### config.mk
export PLATFORM = sky130hd
export DESIGN_NAME = mem_port_arbiter
export DESIGN_NICKNAME = d
export VERILOG_FILES = /design/src/rtl/mem_port_arbiter.sv
export SDC_FILE = /design/constraint.sdc
export NUM_CORES = 1
export LEC_CHECK = 0
export ABC_CLOCK_PERIOD_IN_PS = 7550
export CAP_MARGIN = 10
export CORE_AREA = 5 5 278 280
export DETAILED_ROUTE_END_ITERATION = 6
export DIE_AREA = 0 0 283 285
export GPL_ROUTABILITY_DRIVEN = 0
export MAX_ROUTING_LAYER = met4
export REMOVE_ABC_BUFFERS = 1
export SYNTH_ARGS = -nofsm -noshare
export SYNTH_HDL_FRONTEND = slang
export SYNTH_SLANG_ARGS = --single-unit
### constraint.sdc
create_clock -name clock -period 7.55 [get_ports clock]
set_clock_uncertainty 0.15 [all_clocks]
set_input_delay 0.755 -clock clock [delete_from_list [all_inputs] [get_ports clock]]
set_output_delay 0.755 -clock clock [all_outputs]
set_load 0.05 [all_outputs]
### src/rtl/mem_port_arbiter.sv
// Round-robin arbiter sharing one memory port between fetch, load and store.
// One transaction in flight; payload is latched at grant, WAIT is bounded by a timeout.
module mem_port_arbiter #(
    parameter int unsigned ADDR_W         = 64,
    parameter int unsigned DATA_W         = 64,
    parameter int unsigned MASK_W         = 64,
    parameter int unsigned TIMEOUT_CYCLES = 1024
) (
    input  logic              clock,
    input  logic              reset_n,

    input  logic              fetch_valid,
    output logic              fetch_ready,
    input  logic [ADDR_W-1:0] fetch_index,
    output logic              fetch_done,
    output logic [DATA_W-1:0] fetch_rdata,

    input  logic              load_valid,
    output logic              load_ready,
    input  logic [ADDR_W-1:0] load_index,
    output logic              load_done,
    output logic [DATA_W-1:0] load_rdata,

    input  logic              store_valid,
    output logic              store_ready,
    input  logic [ADDR_W-1:0] store_index,
    input  logic [DATA_W-1:0] store_wdata,
    input  logic [MASK_W-1:0] store_wmask,
    output logic              store_done,

    output logic              mem_valid,
    input  logic              mem_ready,
    output logic              mem_write,
    output logic [ADDR_W-1:0] mem_index,
    output logic [DATA_W-1:0] mem_wdata,
    output logic [MASK_W-1:0] mem_wmask,
    input  logic              mem_done,
    input  logic [DATA_W-1:0] mem_rdata,

    output logic              busy,
    output logic              timeout_err
);
    localparam int unsigned CNT_W = $clog2(TIMEOUT_CYCLES);

    typedef enum logic [1:0] {
        ST_IDLE  = 2'd0,
        ST_ISSUE = 2'd1,
        ST_WAIT  = 2'd2
    } state_t;

    state_t            state_q, state_d;
    logic [1:0]        rr_q, rr_d;
    logic [1:0]        owner_q, owner_d;
    logic              write_q, write_d;
    logic [ADDR_W-1:0] index_q, index_d;
    logic [DATA_W-1:0] wdata_q, wdata_d;
    logic [MASK_W-1:0] wmask_q, wmask_d;
    logic [CNT_W-1:0]  cnt_q, cnt_d;
    logic              terr_q, terr_d;

    logic [2:0]        req_vec;
    logic [1:0]        cand_c;
    logic [1:0]        winner_c;
    logic              grant_c;
    logic              grant_ok;
    logic              done_c;
    logic              timeout_c;

    assign req_vec = {store_valid, load_valid, fetch_valid};

    // First valid requester in round-robin order starting at rr_q.
    always_comb begin
        cand_c   = 2'd0;
        winner_c = 2'd0;
        grant_c  = 1'b0;
        for (int unsigned i = 0; i < 3; i++) begin
            cand_c = 2'((32'(rr_q) + i) % 32'd3);
            if (!grant_c && req_vec[cand_c]) begin
                grant_c  = 1'b1;
                winner_c = cand_c;
            end
        end
    end

    always_comb begin
        state_d   = state_q;
        rr_d      = rr_q;
        owner_d   = owner_q;
        write_d   = write_q;
        index_d   = index_q;
        wdata_d   = wdata_q;
        wmask_d   = wmask_q;
        cnt_d     = cnt_q;
        terr_d    = terr_q;
        timeout_c = 1'b0;
        done_c    = 1'b0;
        unique case (state_q)
            ST_IDLE: begin
                if (grant_c) begin
                    owner_d = winner_c;
                    write_d = (winner_c == 2'd2);
                    wdata_d = '0;
                    wmask_d = '0;
                    case (winner_c)
                        2'd0:    index_d = fetch_index;
                        2'd1:    index_d = load_index;
                        default: begin
                            index_d = store_index;
                            wdata_d = store_wdata;
                            wmask_d = store_wmask;
                        end
                    endcase
                    state_d = ST_ISSUE;
                end
            end
            ST_ISSUE: begin
                if (mem_ready) begin
                    cnt_d   = '0;
                    state_d = ST_WAIT;
                end
            end
            ST_WAIT: begin
                cnt_d     = cnt_q + CNT_W'(1);
                timeout_c = !mem_done && (cnt_q == CNT_W'(TIMEOUT_CYCLES - 1));
                done_c    = mem_done || timeout_c;
                if (timeout_c) begin
                    terr_d = 1'b1;
                end
                if (done_c) begin
                    rr_d    = (owner_q == 2'd2) ? 2'd0 : owner_q + 2'd1;
                    state_d = ST_IDLE;
                end
            end
            default: state_d = ST_IDLE;
        endcase
    end

    always_ff @(posedge clock or negedge reset_n) begin
        if (!reset_n) begin
            state_q <= ST_IDLE;
            rr_q    <= 2'd0;
            owner_q <= 2'd0;
            write_q <= 1'b0;
            index_q <= '0;
            wdata_q <= '0;
            wmask_q <= '0;
            cnt_q   <= '0;
            terr_q  <= 1'b0;
        end else begin
            state_q <= state_d;
            rr_q    <= rr_d;
            owner_q <= owner_d;
            write_q <= write_d;
            index_q <= index_d;
            wdata_q <= wdata_d;
            wmask_q <= wmask_d;
            cnt_q   <= cnt_d;
            terr_q  <= terr_d;
        end
    end

    // Ready is combinational off valid, so hold it low while reset is asserted.
    assign grant_ok    = reset_n && (state_q == ST_IDLE) && grant_c;
    assign fetch_ready = grant_ok && (winner_c == 2'd0);
    assign load_ready  = grant_ok && (winner_c == 2'd1);
    assign store_ready = grant_ok && (winner_c == 2'd2);

    assign fetch_done  = done_c && (owner_q == 2'd0);
    assign load_done   = done_c && (owner_q == 2'd1);
    assign store_done  = done_c && (owner_q == 2'd2);
    assign fetch_rdata = (fetch_done && mem_done) ? mem_rdata : '0;
    assign load_rdata  = (load_done && mem_done) ? mem_rdata : '0;

    assign mem_valid   = (state_q == ST_ISSUE);
    assign mem_write   = write_q;
    assign mem_index   = index_q;
    assign mem_wdata   = wdata_q;
    assign mem_wmask   = wmask_q;
    assign busy        = (state_q != ST_IDLE);
    assign timeout_err = terr_q;

endmodule

# Word level (Yosys, flattened, before mapping)
# Cells that the tools add are included.
[word_totals] regBits=210 wordCells=82 rom_bits=0 input_bits=391 ramBits=0 latch_bits=0 n_memories=0
[op_classes] n_bitwise=0 shift=0 div_mod_pow=3 magnitude_cmp=3 muxes=25 multipliers=0 n_reduce_logical=28 add_sub_neg=4 eq_ne=10
[op_table] cell="2-to-1 mux 64 bit" n=4
[op_table] cell="one-hot mux 64 bit (2 select lines)" n=1
[op_table] cell="remainder unit 32 x 2 -> 32 bit, second input constant" n=2
[op_table] cell="remainder unit 2 x 2 -> 32 bit, second input constant" n=1
[op_table] cell="one-hot mux 10 bit (2 select lines)" n=1
[op_table] cell="2-to-1 mux 2 bit" n=7
[op_table] cell="logical AND 1 bit" n=13
[op_table] cell="adder 10 x 1 -> 10 bit, second input constant" n=1
[op_table] cell="equality test 10 bit, second input constant" n=1
[op_table] cell="2-to-1 mux 10 bit" n=1
[op_table] cell="less-than comparator 2 x 3 -> 1 bit, second input constant" n=3
[op_table] cell="AND reduction 2 bit" n=4
[op_table] cell="2-to-1 mux 1 bit" n=7
[op_table] cell="binary-select mux 1 bit (select 2 bit)" n=3
[op_table] cell="equality test 2 x 1 -> 1 bit, second input constant" n=3
[op_table] cell="equality test 2 bit, second input constant" n=3
[op_table] cell="logical NOT 2 bit" n=3
[op_table] cell="one-hot mux 2 bit (3 select lines)" n=1
[op_table] cell="inequality test 2 bit, second input constant" n=2
[op_table] cell="nonzero test 2 bit" n=2
[op_table] cell="adder 2 x 1 -> 3 bit, second input constant" n=1
[op_table] cell="adder 2 x 2 -> 3 bit, second input constant" n=1
[op_table] cell="logical NOT 1 bit" n=3
[op_table] cell="AND reduction 3 bit" n=1
[op_table] cell="other kinds (4)" n=4

# Depth between registers and ports, before layout
[logic_depth] depth_word=13 ltp_mapped=11

# Worst setup path before layout
# No wires, ideal clock.
[synth_timing] path_kind="reg-to-output" startpoint="reg rr_q[0]" endpoint="out load_ready" t_required_ps=6645 t_arrival_ps=2763 path_stages_with_launch=8 slack_ps=3882 cell_sequence="dfrtp_1 inv_1 ha_1 buf_2 nor2b_1 o2bb2ai_1 nor2b_1 nor4_1"
[synth_via] elab_chain_cells=12 elab_cells_between_ends=24 classes_between="add/sub: 2; div: 3; eq/ne: 1; mux: 12; reduce/logical: 6"
[synth_lines] item="from (decl)" line_no="52" rtl="logic [1:0] rr_q, rr_d;"
[synth_lines] item="from (signal assigned)" line_no="151" rtl="rr_q <= rr_d;"
[synth_lines] item="parallel branches: the longest is 11 deep, another holds remainder unit 32 x 2 -> 32 bit"
[synth_lines] item="logical AND 1 bit (*)" line_no="165" rtl="assign load_ready = grant_ok && (winner_c == 2'd1);"
[synth_lines] item="to (decl)" line_no="19" rtl="output logic load_ready,"
# Every way passes the cells marked *. The select of a mux whose other input is x is not followed.

# Final worst setup path
[layout_timing] startpoint="reg state_q[1]" endpoint="out fetch_ready"
[layout_via] elab_chain_cells=4
[layout_lines] item="from (decl)" line_no="51" rtl="state_t state_q, state_d;"
[layout_lines] item="from (signal assigned)" line_no="150" rtl="state_q <= state_d;"
[layout_lines] item="logical NOT 2 bit" line_no="163" rtl="assign grant_ok = reset_n && (state_q == ST_IDLE) && grant_c;"
[layout_lines] item="logical AND 1 bit (2 in a row)" line_no="163"
[layout_lines] item="logical AND 1 bit" line_no="164" rtl="assign fetch_ready = grant_ok && (winner_c == 2'd0);"
[layout_lines] item="to (decl)" line_no="13" rtl="output logic fetch_ready,"
# Every way passes these cells.

==> metrics.cfg <==
[worst_hold_path]
holdPathStages=1
hold_class=reg -> reg
min-delay-start=mem_write
holdPathEnd=mem_write

[global_routing]
overflow=0
grt_max_degree=81
antenna_found_initial=3
grt_usage_pct=12.6
grt_pass1_wl_mm=77.6
grt_pass1_vias=11696

[sta]
setup_viol=0
finalCritPeriodShare_pct=64.5
slew_violations=0
hold_ws_ns=0.327
slew_headroom_pct=33.5
worst_pin_slew_ns=0.997
hold_violations=0
rsz0062_at_grt=no
setup_slack_ns=2.68
fmax_mhz=205
layout_min_cycle_time_ns=4.87

[critical_path]
crit_required_ns=6.64
cp_cell_sequence=nor2_4 > buf_4 > inv_1 > a31oi_1 > a22oi_2 > a221o_4 > nor2_1 > clkdlybuf4s50_1
cpLargestDelayFamily=buffers and inverters
cp-start-kind=flip-flop
reg2reg_depth=7
crit_path_end_kind=output pin
path_buf_inv=3
crit_type=reg -> out
crit_path_max_incr_delay_ns=0.82
path_max_fanout=67
slowest_stage=clkdlybuf4s50_1
reg2reg_from=state_q[1]
rr_endpoint=mem_wmask[13]
reg2reg_slack_ns=3.54
arrival_ns=3.97

[cts]
clk_latency_ns=0.54
cts_tree=done
cts_resized=0
clock_sinks=210
ctsRootBufferMaster=clkbuf_16
cts_buffers=27
cts_max_level=1
cts.clk_slew.worst_paths_ns=0.06
clk_path_buf_depth=3

[run_status]
status=complete, no violations

[yosys]
synth_area_per_cell_um2=11.0
async_flop_share_pct=100
syn_inst=934
synthMuxAreaShare_pct=0.620
synth_edf_count=0
ys_ff_latch=210
yosysMostFrequentCell=dfrtp_1
syn_area_um2=10300
synth_warnings=0
synth_commonest_cells=dfrtp_1, and2_1, a22o_1
synth_top_area_share_pct=51.1
synth_compound_area_share_pct=26.5
ys_seq_area_share_pct=51.1
synth_ff_type=dfrtp_1
synth_xor_area_share_pct=0
synth_cell_type_count=47
yosys.area_share.simple_pct=14.5
synth.area.top_cells=dfrtp_1, a22o_1, and2_1, o211ai_2, a32oi_1
synth-adder-area-share_pct=0.608
synth.largest_area_cell=dfrtp_1
synth_top_family_by_area=compound AO/OA/AOI/OAI gates

[routing]
post_drt_via_cell_ratio=4.16
ant_nets=0
drtIter0Drc=651
drtPass1Iterations=5
wl_per_cell_um=20.5
vias=10802
drc=0
wl_mm=53.1

[placed_design]
dpl_worst_slack_ns=2.88
dp.cells=2542
io_buffers=720
place_hpwl_mm=39.6

[cells_and_area]
drive_gt1_share_pct=7.52
regArea_um2=5260
nets=1999
multiInputGateArea_um2=4380
area_growth_pct=88.5
final_core_util_pct=26.1
nFillCells=7762
final_cells=2596

[power_and_ir_drop]
peakVddDrop_mv=0.349
total_power_mw=8.49
p_per_area_nw_per_um2=438
leakage_nw=7.90

[floorplan]
core-area_um2=74200
die_x_um=283
start_util_pct=13.9
die_y_um=285
dieArea_um2=80700
pin_count=721
rows=100

[flow_run]
maxCapViolations=0

==> worst register-to-register path, cell delays in order, from the launching register on <==
cell,delay [ns]
dfrtp_1,0.42
nor2_4,0.11
buf_4,0.69
inv_1,0.31
a21oi_4,0.46
and2_4,0.74
buf_4,0.80
a22o_1,0.27
==> where the power goes <==
part	internal (mW)	switching [mW]
clock	0.835	0.534
combinational	1.74	3.59
sequential	1.55	0.242
total	4.13	4.37
==> stage by stage <==
step                area [µm²]  setup TNS, ns
finish                   19400              0
global route             19400              0
global placement         18400              0
floorplan                 9860        -237.21
CTS                      19400              0
detailed placement       18400              0
==> layout by cell type, fill, tap and decap left out, types with 3 or more instances in the layout <==
master	synthesis	layout
a32oi_1	64	64
o211ai_1	14	14
diode_2	0	5
clkbuf_8	0	8
clkbuf_16	0	27
clkdlybuf4s50_1	0	719
a31oi_1	3	3
o211ai_2	50	50
clkbuf_1	61	3
a21o_1	3	3
a22o_1	130	130
nand4_1	66	66
nand3_1	4	4
a21oi_1	8	7
bufinv_16	0	3
dfrtp_1	210	210
nand2b_1	4	3
and3_1	8	7
ha_1	5	5
inv_1	69	69
buf_4	1	15
nor2_1	7	6
and2_1	132	131
nor2b_1	7	7
nand2_1	8	8
o21ai_0	17	17
mux2i_1	3	3
==> flip-flops by register name, summed over array words and instances (netlist names) <==
signal and count:
timeout_err 1, owner_q 2, cnt_q 10, mem_index 64
rr_q 2, state_q 2, mem_write 1, mem_wmask 64
mem_wdata 64
==> metal layers <==
| metal | vias up | GRT usage (%) | routed length [µm] |
|---|---|---|---|
| met4 | 0 | 2.19 | 838 |
| met5 | - | - | 0 |
| met1 | 5369 | 14.7 | 21000 |
| met2 | 536 | 22.0 | 27100 |
| li1 | 4843 | - | - |
| met3 | 54 | 3.40 | 4140 |
==> how the worst max path moves through the flow <==
| stage | from | end | slack, ns | depth (start not counted) |
|---|---|---|---|---|
| after detailed placement | store_valid | fetch_ready | 2.88 | 7 |
| final | state_q[1] | fetch_ready | 2.68 | 8 |
| after global placement | fetch_valid | fetch_ready | 2.92 | 7 |
| after global routing | state_q[1] | fetch_ready | 2.46 | 8 |
| after CTS | state_q[1] | fetch_ready | 2.59 | 8 |
| after floorplan | state_q[1] | fetch_ready | -1.98 | 6 |
==> area by class of cell <==
type / instances / area share (%)
inverter: 69 / 1.34
clock buffer: 38 / 4.11
timing repair buffer: 736 / 37.8
multi-input combinational: 559 / 22.6
antenna: 5 / 0.0645
tap: 969 / 6.25
sequential: 210 / 27.1
clock inverter: 10 / 0.729
==> what timing repair did <==
item,4_1_cts,5_1_grt
hold endpoints to repair,40,0
buffers inserted,0,0
endpoints found under the setup margin,0,0
hold buffers,1,0
==> logic make-up (layout without fill, tap and decap cells) <==
| group | count (synthesis) | count (layout) |
|---|---|---|
| AOI/OAI and AO/OA | 304 | 304 |
| and+or+nand+nor | 244 | 244 |
| DFF | 210 | 210 |
| buffers and inverters | 165 | 853 |
| muxes | 6 | 6 |
| adders and majority gates | 5 | 5 |
| other | 0 | 5 |
Note: power is estimated with default switching activity, not from simulation.
